File: src/rtl/i2s_tx.sv
// Mono I2S transmitter: one 16-bit sample is sent on both 32-bit channel slots
// of a free-running 64-bclk frame. A one-entry holding register absorbs rate mismatch.
module i2s_tx #(
  parameter int BCLK_HALF = 18
) (
  input  logic        clk,
  input  logic        rst,
  input  logic [15:0] sample_in,
  input  logic        sample_in_valid,
  input  logic        clear_flags,
  output logic        sample_req,
  output logic        underrun,
  output logic        overrun,
  output logic        i2s_bclk,
  output logic        i2s_lrclk,
  output logic        i2s_sdata
);

  localparam int DW = (BCLK_HALF > 1) ? $clog2(BCLK_HALF) : 1;
  localparam logic [DW-1:0] DIV_MAX = DW'(BCLK_HALF - 1);

  logic [DW-1:0] div_cnt_q;
  logic          bclk_q, lrclk_q, sdata_q;
  logic [5:0]    b_q;
  logic [15:0]   hold_q, tx_q;
  logic          new_q, req_q, under_q, over_q;

  logic          tick, fall, load;
  logic [5:0]    b_d;
  logic          lrclk_d, sdata_d;

  always_comb begin
    tick    = (div_cnt_q == DIV_MAX);
    fall    = tick & bclk_q;
    b_d     = b_q + 6'd1;
    load    = fall & (b_d == 6'd63);
    lrclk_d = (b_d >= 6'd31) && (b_d <= 6'd62);
    // Both data windows (0..15, 32..47) have b[4]=0; bit index is 15-b[3:0].
    sdata_d = (b_d[4] == 1'b0) ? tx_q[~b_d[3:0]] : 1'b0;
  end

  always_ff @(posedge clk or posedge rst) begin
    if (rst) begin
      div_cnt_q <= '0;
      bclk_q    <= 1'b0;
      b_q       <= 6'd63;
      lrclk_q   <= 1'b0;
      sdata_q   <= 1'b0;
      hold_q    <= '0;
      new_q     <= 1'b0;
      tx_q      <= '0;
      req_q     <= 1'b0;
      under_q   <= 1'b0;
      over_q    <= 1'b0;
    end else begin
      div_cnt_q <= tick ? '0 : div_cnt_q + DW'(1);
      if (tick) bclk_q <= ~bclk_q;
      if (fall) begin
        b_q     <= b_d;
        lrclk_q <= lrclk_d;
        sdata_q <= sdata_d;
      end
      req_q <= load;
      if (load) tx_q <= hold_q;
      // An incoming sample always lands after a same-cycle load has consumed hold.
      if (sample_in_valid) begin
        hold_q <= sample_in;
        new_q  <= 1'b1;
      end else if (load) begin
        new_q  <= 1'b0;
      end
      if (clear_flags) begin
        under_q <= 1'b0;
        over_q  <= 1'b0;
      end
      if (load && !new_q) under_q <= 1'b1;
      if (sample_in_valid && new_q && !load) over_q <= 1'b1;
    end
  end

  assign sample_req = req_q;
  assign underrun   = under_q;
  assign overrun    = over_q;
  assign i2s_bclk   = bclk_q;
  assign i2s_lrclk  = lrclk_q;
  assign i2s_sdata  = sdata_q;

endmodule

File: config.mk
export PLATFORM = sky130hd
export DESIGN_NAME = i2s_tx
export DESIGN_NICKNAME = d
export VERILOG_FILES = /design/src/rtl/i2s_tx.sv
export SDC_FILE = /design/constraint.sdc
export NUM_CORES = 1
export LEC_CHECK = 0
export BUFFER_PORTS_ARGS = -buffer_cell sky130_fd_sc_hd__buf_4
export CAP_MARGIN = 10
export CELL_PAD_IN_SITES_DETAIL_PLACEMENT = 0
export CELL_PAD_IN_SITES_GLOBAL_PLACEMENT = 1
export CORE_MARGIN = 4
export CORE_UTILIZATION = 51
export DETAILED_ROUTE_END_ITERATION = 10
export GPL_TIMING_DRIVEN = 0
export PLACE_DENSITY = 0.85
export SLEW_MARGIN = 15
export SYNTH_ARGS = -nofsm -noshare
export SYNTH_HDL_FRONTEND = slang
export SYNTH_SLANG_ARGS = --single-unit
File: constraint.sdc
create_clock -name clk -period 4.1 [get_ports clk]
set_clock_uncertainty 0.2 [all_clocks]
set_input_delay 0.41 -clock clk [delete_from_list [all_inputs] [get_ports clk]]
set_output_delay 0.41 -clock clk [all_outputs]
set_load 0.005 [all_outputs]
==> impl_metrics.ini, run 1 <==
[outcome]
status = completed

[timing]
finalSetupTns_ns = 0
worstMarginPinSlew_ns = 0.5473
fmax_mhz = 386.3
timing.final.crit_period_ns = 2.589
hold_violations = 0
min_period_over_period_pct = 63.14
final-setup-viol-count = 0
slew_viol_final = 0
slew_headroom_pct = 63.51
rsz0062_at_grt = false

[critical_path]
path_class = reg2reg
crit_slowest_cell = dfstp_2
crit_chain = ha_1 -> nor2b_1 -> nand2_1 -> a21boi_2 -> and4_4 -> buf_12 -> mux2_4
critPathBufInv = 1
cp_max_fo = 10
rr_worst_depth = 7
cp-start-kind = register
cp_top_family = simple AND/OR/NAND/NOR gates
max_stage_delay_ns = 0.62
crit_path_end_kind = register
cp.required_ns = 4.08
cp.arrival_ns = 2.57
path_depth = 7

[cts]
cts_max_level = 2
post_cts_resized = 0
postCtsSetupRepairBufs = 0
clockBufferDepth = 2
cts_tree = yes
clk_latency_ns = 0.30
cts_root_buffer = clkbuf_8
cts.sinks = 50
path_clk_slew_ns = 0.09
numCtsBuffers = 5

[global_route]
use_met1_pct = 19.43
busiest_layer = met2
grtUsageMet2_pct = 28.30
grt_overflow = 0
grt_max_degree = 36
grt_usage_pct = 16.00
grt_pass1_wl_um = 7458
grt_use_met3_pct = 3.546
antenna_found_initial = 0
grt_pass1_vias = 1542

[power_and_ir_drop]
leakage_nw = 1.279
powerDensity_nw_per_um2 = 320.1
total_power_mw = 0.8916
ir_drop_mv = 0.2636

[cells_and_area]
n_fill_cell = 349
layout.nets = 234
areaGrowthSynthToFinish_pct = 16.06
drive_above_1_share_pct = 44.76
final_util_pct = 62.67
antenna_cells = 0
layout_commonest_cell = dfrtp_1
mostFrequentLayoutCells = dfrtp_1 (44), buf_4 (25), mux2_2 (23)
postLayoutCellArea_um2 = 2785

[synthesis]
avgSynthCellArea_um2 = 13.64
ys_seq_elements = 50
synth-main-ff-cell = dfrtp_1
netlist_area_um2 = 2400
ys_seq_area_share_pct = 52.45
netlist.area_leader.share_pct = 45.88
syn_nets = 201
synth.area.top_cells = dfrtp_1 (46%), mux2_2 (11%), dfstp_2 (6.6%)
postSynthCellCount = 176
yosysTopAreaCell = dfrtp_1
async_reset_ff_share_pct = 100.0
yosysWarnings = 0
synth.distinct_cells = 45
synth_edf_count = 0

[placed_design]
io_buffer_count = 24
placed_area_um2 = 2665
globalplace.congestion = 0.8197
dp_hpwl_um = 3249

[detailed_routing]
drt-initial-drc-count = 53
routed_wl_um = 4265
drt-pass1-iter-count = 4
vias_per_cell = 5.420
drtAntennaViolNets = 0
drt_drc_violations_left = 0
num_vias = 1420
routedWlPerCell_um = 16.28

[min_path]
hold_path.class = in2reg
whs_path_depth = 2

[die]
io_pins = 26
fp.dieH_um = 76.60
die-area_um2 = 5867
coreArea_um2 = 4444
dieWidth_um = 76.60
fp-row-count = 24
start_util_pct = 54.00

[flow_run]
drv_cap = 0
-- registers in the layout (all words and copies together), names as in the netlist --
register	cells
hold_q	16
tx_q	16
b_q	6
div_cnt_q	5
i2s_bclk	1
i2s_lrclk	1
i2s_sdata	1
new_q	1
overrun	1
sample_req	1
underrun	1
-- cells in the mapped netlist, drive strengths merged (2+ instances only) --
| cell type | number |
|---|---|
| dfrtp | 44 |
| a21boi | 2 |
| nor2b | 2 |
| mux2i | 5 |
| xnor2 | 5 |
| inv | 5 |
| nand2 | 11 |
| nor2 | 10 |
| nand3 | 4 |
| and4 | 3 |
| mux2 | 33 |
| ha | 5 |
| o21ai | 3 |
| dfstp | 6 |
| a21oi | 6 |
| buf | 7 |
| xor2 | 5 |
| a211oi | 2 |
| mux4 | 3 |
| nand4 | 2 |
-- routing by layer --
layer	wire, um	share of wire, %
met1	1852	43
met2	2250	53
met3	115	2.7
met4	46	1.1
met5	0	0
-- worst paths after layout --
check | endpoint | slack (ns) | startpoint
max in group asynchronous | tx_q[2]$_DFFE_PP0P_ | 2.75 | rst
worst min-delay path | hold_q[4]$_DFFE_PP0P_ | 0.14 | sample_in[4]
worst max register to register | tx_q[3]$_DFFE_PP0P_ | 1.51 | b_q[1]$_DFFE_PP1P_
worst max-delay path | tx_q[3]$_DFFE_PP0P_ | 1.51 | b_q[1]$_DFFE_PP1P_
min in group asynchronous | div_cnt_q[2]$_DFF_PP0_ | 0.45 | rst
worst min register to register | underrun$_DFFE_PP0P_ | 0.27 | new_q$_DFFE_PP0P_
-- per-stage QoR --
step	cells	hold WS (ns)	setup WS, ns
detailed placement	253	0.2100	1.548
global placement	252	0.2497	1.590
finish	262	0.1394	1.511
CTS	262	0.1323	1.527
global route	262	0.1270	1.363
floorplan	176	0.2380	1.760
-- logic make-up after synthesis --
group / count (synthesis) / synth area share, %
compound gates: 19 / 5.475
xor+xnor: 10 / 4.432
fa+ha+maj: 5 / 2.607
buf+inv: 13 / 3.493
flops: 50 / 52.45
mux: 41 / 21.95
simple gates: 38 / 9.593
-- report_power, final --
group	internal, mW	total, mW	leakage [nW]	switching [mW]
clock network	0.170	0.324	0.0575	0.153
registers	0.509	0.518	0.618	0.00895
logic	0.0293	0.0497	0.604	0.0203
total	0.709	0.892	1.28	0.182
-- what timing repair did --
action                     4_1_cts  5_1_grt
setup endpoints to repair        0        0
hold endpoints to repair         9        0
hold buffers                     1        0
-- area by class of cell --
type                    count  area, um^2  share of cell area [%]
flip-flops and latches     50        1259                   45.19
multi-input cells         113        1057                   37.96
repair buffers             26       210.2                   7.547
clock buffers               8       110.1                   3.953
plain buffers               8       65.06                   2.336
well taps                  52       65.06                   2.336
inverters                   5       18.77                  0.6739
Power figures use the tool's default switching activity.
==> inputs of run 2 (changes only) <==
--- a/config.mk
+++ b/config.mk
@@ -10,10 +10,10 @@
 export CELL_PAD_IN_SITES_DETAIL_PLACEMENT = 0
 export CELL_PAD_IN_SITES_GLOBAL_PLACEMENT = 1
 export CORE_MARGIN = 4
-export CORE_UTILIZATION = 51
+export CORE_UTILIZATION = 43
 export DETAILED_ROUTE_END_ITERATION = 10
 export GPL_TIMING_DRIVEN = 0
-export PLACE_DENSITY = 0.85
+export PLACE_DENSITY = 0.77
 export SLEW_MARGIN = 15
 export SYNTH_ARGS = -nofsm -noshare
 export SYNTH_HDL_FRONTEND = slang
==> constraint.sdc (replaced) <==
create_clock -name clk -period 2.3 [get_ports clk]
set_clock_uncertainty 0.2 [all_clocks]
set_input_delay 0.23 -clock clk [delete_from_list [all_inputs] [get_ports clk]]
set_output_delay 0.23 -clock clk [all_outputs]
set_load 0.005 [all_outputs]
==> impl_metrics.ini, run 2 (same netlist as run 1, synthesis figures left out) <==
[detailed_routing]
drt-initial-drc-count = 58
num_vias = 1570
vias_per_cell = 5.016
drtAntennaViolNets = 0
routedWlPerCell_um = 14.92
drt-pass1-iter-count = 4
drt_drc_violations_left = 0
routed_wl_um = 4671

[outcome]
violations = setup timing
status = finished, violations left

[cts]
numCtsBuffers = 5
cts_root_buffer = clkbuf_8
path_clk_slew_ns = 0.08
clockBufferDepth = 2
cts_max_level = 2
cts_tree = yes
cts.sinks = 50
clk_latency_ns = 0.30

[power_and_ir_drop]
total_power_mw = 1.508
powerDensity_nw_per_um2 = 477.4
leakage_nw = 1.435
ir_drop_mv = 0.3709

[min_path]
hold_path.class = in2async

[cells_and_area]
postLayoutCellArea_um2 = 3158
drive_above_1_share_pct = 48.15
layout_commonest_cell = dfrtp_1
final_util_pct = 59.92
mostFrequentLayoutCells = dfrtp_1 (44), buf_4 (41), mux2_2 (23)
n_fill_cell = 427
areaGrowthSynthToFinish_pct = 31.60
top_regs = hold_q x16, tx_q x16, b_q x6
antenna_cells = 0
layout.nets = 268

[critical_path]
path_class = reg2reg
crit_chain = buf_4 -> ha_4 -> nor2b_4 -> nand2_1 -> a21boi_2 -> and4_4 -> clkbuf_16 -> mux2_4
crit_path_end_kind = register
rr_startpoint = b_q[0]$_DFFE_PP1P_
cp.required_ns = 2.29
cp-start-kind = register
critPathLaunch = b_q[0]$_DFFE_PP1P_
max_stage_delay_ns = 0.56
cp.arrival_ns = 2.29
cp_max_fo = 6
crit_slowest_cell = dfstp_2

[global_route]
grt_pass1_wl_um = 7734
antenna_found_initial = 0
grt_usage_pct = 15.07
grt_pass1_vias = 1662
grt_overflow = 0
grt_max_degree = 35

[timing]
fin_ws_ns = -0.004642
fmax_mhz = 433.9
hold_violations = 0
worstMarginPinSlew_ns = 0.4964
final-setup-viol-count = 5
rsz0062_at_grt = true
slew_headroom_pct = 66.91
min_period_over_period_pct = 100.2
fin_hold_ws_ns = 0.2687
timing.final.crit_period_ns = 2.305
slew_viol_final = 0

[die]
fp-row-count = 26
coreArea_um2 = 5270
fp.dieH_um = 82.71
io_pins = 26
dieWidth_um = 82.71
start_util_pct = 45.54
die-area_um2 = 6840

[placed_design]
placed_area_um2 = 2693
dp_hpwl_um = 3178
globalplace.congestion = 0.8529
io_buffer_count = 24

[flow_run]
drv_cap = 0
[run 2: changes by cell type in the layout (fill, tap and decap cells not counted), moves of 2 or more]
cell	change
ha_4	+2
dlygate4sd3_1	+17
ha_1	-3
clkinv_2	+2
clkbuf_8	-3
buf_2	-2
buf_4	+16
[run 2: where the power goes]
group / switching, mW / total (mW) / internal, mW / leakage, nW
Clock: 0.269 / 0.474 / 0.205 / 0.0438
Combinational: 0.0390 / 0.110 / 0.0709 / 0.774
Sequential: 0.0155 / 0.924 / 0.908 / 0.618
Total: 0.324 / 1.51 / 1.18 / 1.44
[run 2: metal layers]
| metal | track usage, % | up-vias | share of wire, % |
|---|---|---|---|
| met2 | 26.28 | 36 | 53 |
| met3 | 3.579 | 7 | 3.6 |
| met5 | 0 | - | 0 |
| li1 | - | 749 | - |
| met1 | 18.52 | 778 | 42 |
| met4 | 4.412 | 0 | 1.4 |
[run 2: metrics by stage]
step | instances | TNS (ns) | setup slack, ns
2_1_floorplan | 176 | 0 | 0.008447
3_3_place_gp | 270 | -1.504 | -0.1564
3_5_place_dp | 271 | -2.175 | -0.1809
4_1_cts | 304 | -0.01491 | -0.01491
5_1_grt | 313 | -0.6636 | -0.07147
6_report | 313 | -0.01567 | -0.004642
[run 2: path summary, 6_finish.rpt]
| path | end | slack [ns] | depth (start not counted) |
|---|---|---|---|
| worst min-delay path | hold_q[7]$_DFFE_PP0P_ | 0.27 | 3 |
| worst min register to register | underrun$_DFFE_PP0P_ | 0.27 | 1 |
| min in group clk | hold_q[6]$_DFFE_PP0P_ | 0.27 | 2 |
| max in group asynchronous | hold_q[14]$_DFFE_PP0P_ | 1.12 | 4 |
| worst max register to register | tx_q[7]$_DFFE_PP0P_ | -0.005 | 8 |
| worst max-delay path | tx_q[7]$_DFFE_PP0P_ | -0.005 | 8 |
[run 2: critical path, delay by kind of cell, from the launching register on]
| kind | cells | cell delay, ns |
|---|---|---|
| muxes | 1 | 0.29 |
| and+or+nand+nor | 3 | 0.52 |
| adders and majority gates | 1 | 0.16 |
| AOI/OAI and AO/OA | 1 | 0.17 |
| buffers and inverters | 2 | 0.30 |
| DFF | 1 | 0.56 |
[run 2: area by class of cell]
class | count | area (um^2) | area share (%)
Timing Repair Buffer | 62 | 538.0 | 17.04
Clock inverter | 2 | 10.01 | 0.3170
Sequential cell | 50 | 1259 | 39.86
Clock buffer | 5 | 68.82 | 2.179
Inverter | 5 | 18.77 | 0.5943
Tap cell | 70 | 87.58 | 2.773
Buffer | 6 | 62.56 | 1.981
Multi-Input combinational cell | 113 | 1114 | 35.26
[run 2: what timing repair did]
action / 4_1_cts / 5_1_grt
resized for setup: 7 / 7
endpoints found under the setup margin: 18 / 16
hold buffers: 18 / 0
setup buffers: 8 / 10
endpoints found under the hold margin: 27 / 0
pin swaps: 5 / 7
cloned: 0 / 1
==> inputs of run 3 (changes only) <==
--- a/config.mk
+++ b/config.mk
@@ -5,12 +5,13 @@
 export SDC_FILE = /design/constraint.sdc
 export NUM_CORES = 1
 export LEC_CHECK = 0
+export ABC_AREA = 1
 export BUFFER_PORTS_ARGS = -buffer_cell sky130_fd_sc_hd__buf_4
 export CAP_MARGIN = 10
 export CELL_PAD_IN_SITES_DETAIL_PLACEMENT = 0
 export CELL_PAD_IN_SITES_GLOBAL_PLACEMENT = 1
 export CORE_MARGIN = 4
-export CORE_UTILIZATION = 43
+export CORE_UTILIZATION = 39
 export DETAILED_ROUTE_END_ITERATION = 10
 export GPL_TIMING_DRIVEN = 0
 export PLACE_DENSITY = 0.77
==> impl_metrics.ini, run 3 <==
[synthesis]
synthMostInstantiatedCell = nand2_1
ys_seq_elements = 50
synth-main-ff-cell = dfrtp_1
yosysTopAreaCell = dfrtp_1
synth.distinct_cells = 28
netlist.area_leader.share_pct = 45.38
synth_edf_count = 0
yosysWarnings = 0
synth.area.top_cells = dfrtp_1 (45%), nand2_1 (21%), dfstp_2 (6.5%)
postSynthCellCount = 294
netlist_area_um2 = 2426
ys_seq_area_share_pct = 51.88
syn_nets = 319
async_reset_ff_share_pct = 100.0
avgSynthCellArea_um2 = 8.252
synth_common_cells = nand2_1 (137), dfrtp_1 (44), inv_1 (24), nand3_1 (17), nor2_1 (12)

[cells_and_area]
layout.nets = 370
drive_above_1_share_pct = 19.65
mostFrequentLayoutCells = nand2_1 (137), dfrtp_1 (44), buf_4 (26)
antenna_cells = 0
n_fill_cell = 563
instances_no_fill = 421
top_regs = hold_q x16, tx_q x16, b_q x6
postLayoutCellArea_um2 = 3020
areaGrowthSynthToFinish_pct = 24.50
layout_commonest_cell = nand2_1

[timing]
fmax_mhz = 479.1
fin_hold_ws_ns = 0.1098
min_period_over_period_pct = 90.75
timing.final.crit_period_ns = 2.087
rsz0062_at_grt = false
hold_violations = 0
slew_viol_final = 0
worstMarginPinSlew_ns = 0.4197
slew_headroom_pct = 72.02
final-setup-viol-count = 0

[placed_design]
dp_cells = 394
io_buffer_count = 24
placed_area_um2 = 2720
globalplace.congestion = 0.7881
dp_hpwl_um = 3264

[detailed_routing]
drt-initial-drc-count = 45
drt-pass1-iter-count = 4
routedWlPerCell_um = 10.56
drt_drc_violations_left = 0
drtAntennaViolNets = 0
vias_per_cell = 4.416
routed_wl_um = 4445
num_vias = 1859

[outcome]
status = completed

[cts]
numCtsBuffers = 5
cts.sinks = 50
path_clk_slew_ns = 0.09
clockBufferDepth = 2
cts_root_buffer = clkbuf_8
cts_tree = yes
clk_latency_ns = 0.30
post_cts_resized = 0
cts_max_level = 2

[critical_path]
rr_startpoint = b_q[0]$_DFFE_PP1P_
path_class = reg2reg
cp-start-kind = register
cp_max_fo = 10
cp.arrival_ns = 2.09
rr_worst_depth = 8
reg2reg_slack_ns = 0.21
crit_path_end_kind = register
r2r-end = i2s_lrclk$_DFFE_PP0P_
cp.required_ns = 2.30

[power_and_ir_drop]
powerDensity_nw_per_um2 = 544.6
ir_drop_mv = 0.3244
leakage_nw = 1.635
total_power_mw = 1.645

[die]
fp.dieH_um = 86.87
die-area_um2 = 7546
fp-row-count = 28
dieWidth_um = 86.87
io_pins = 26
coreArea_um2 = 5991
start_util_pct = 40.50

[global_route]
antenna_found_initial = 0
grt_usage_pct = 13.56
grt_pass1_vias = 1868
grt_max_degree = 37
grt_overflow = 0
grt_pass1_wl_um = 8211

[min_path]
hold_path.class = in2reg
whs_path_depth = 3
hold_start = sample_in_valid
whs_endpoint = hold_q[6]$_DFFE_PP0P_

[flow_run]
drv_cap = 0
-- run 3: cell types whose count changed after synthesis, moves of 5 or more --
cell,previous run,this run
a21oi_1,6,1
nand2_2,0,10
inv_1,5,24
xnor2_1,5,0
nand3_1,3,17
nand2_1,11,137
mux2i_1,5,0
mux2_2,23,0
mux2_4,10,0
-- run 3: per-stage QoR --
stage                     setup slack (ns)  util [%]   TNS, ns
after CTS                           0.2124     50.42         0
after floorplan                     0.3057         -         0
after global routing               0.06492     50.42         0
final                               0.2128     50.42         0
after detailed placement          -0.08180     45.41  -0.08180
after global placement            -0.06947     45.07    -1.586
-- run 3: worst max path at each step --
stage | start | to | slack, ns
floorplan | b_q[0]$_DFFE_PP1P_ | i2s_lrclk$_DFFE_PP0P_ | 0.31
finish | b_q[0]$_DFFE_PP1P_ | i2s_lrclk$_DFFE_PP0P_ | 0.21
CTS | b_q[1]$_DFFE_PP1P_ | tx_q[0]$_DFFE_PP0P_ | 0.21
global route | b_q[0]$_DFFE_PP1P_ | i2s_lrclk$_DFFE_PP0P_ | 0.06
detailed placement | b_q[0]$_DFFE_PP1P_ | i2s_lrclk$_DFFE_PP0P_ | -0.08
global placement | b_q[0]$_DFFE_PP1P_ | i2s_lrclk$_DFFE_PP0P_ | -0.07
-- run 3: cell families after synthesis --
logic type	Yosys count	share of synthesized area (%)
simple gates	191	36.20
compound gates	7	1.443
buf+inv	38	6.808
xor+xnor	3	1.083
fa+ha+maj	5	2.579
flops	50	51.88
-- run 3: what timing repair did --
item | CTS | global route
endpoints found under the hold margin | 32 | 0
endpoints found under the setup margin | 1 | 0
hold buffers | 18 | 0
buffers inserted | 2 | 0
-- run 3: power by group --
group          internal (mW)  switching [mW]  total, mW
registers              0.905          0.0161      0.921
logic                 0.0572          0.0492      0.106
clock network          0.325           0.293      0.617
total                   1.29           0.358       1.64
-- run 3: layer usage --
layer / global-route usage (%) / wire, um / up-vias
met5: 0 / 0 / -
met4: 4.108 / 57 / 0
met3: 3.690 / 164 / 6
met2: 22.77 / 2085 / 24
met1: 17.02 / 2138 / 836
li1: - / - / 993
-- run 3: layout make-up --
type	instances	area [um^2]	share of cell area [%]
Inverter	32	123.9	4.101
Multi-Input combinational cell	206	1002	33.18
Timing Repair Buffer	45	395.4	13.09
Clock buffer	6	72.57	2.403
Sequential cell	50	1259	41.67
Tap cell	75	93.84	3.107
Clock inverter	2	37.54	1.243
Buffer	5	36.28	1.201
-- run 3: critical path, cell delays in order (launching register included) --
cell and delay, ns:
dfstp_2 0.58, inv_2 0.10, ha_1 0.38, inv_1 0.17
nand4_1 0.14, nor2_1 0.16, nand3_1 0.10, nor2_1 0.10
nor2_1 0.05
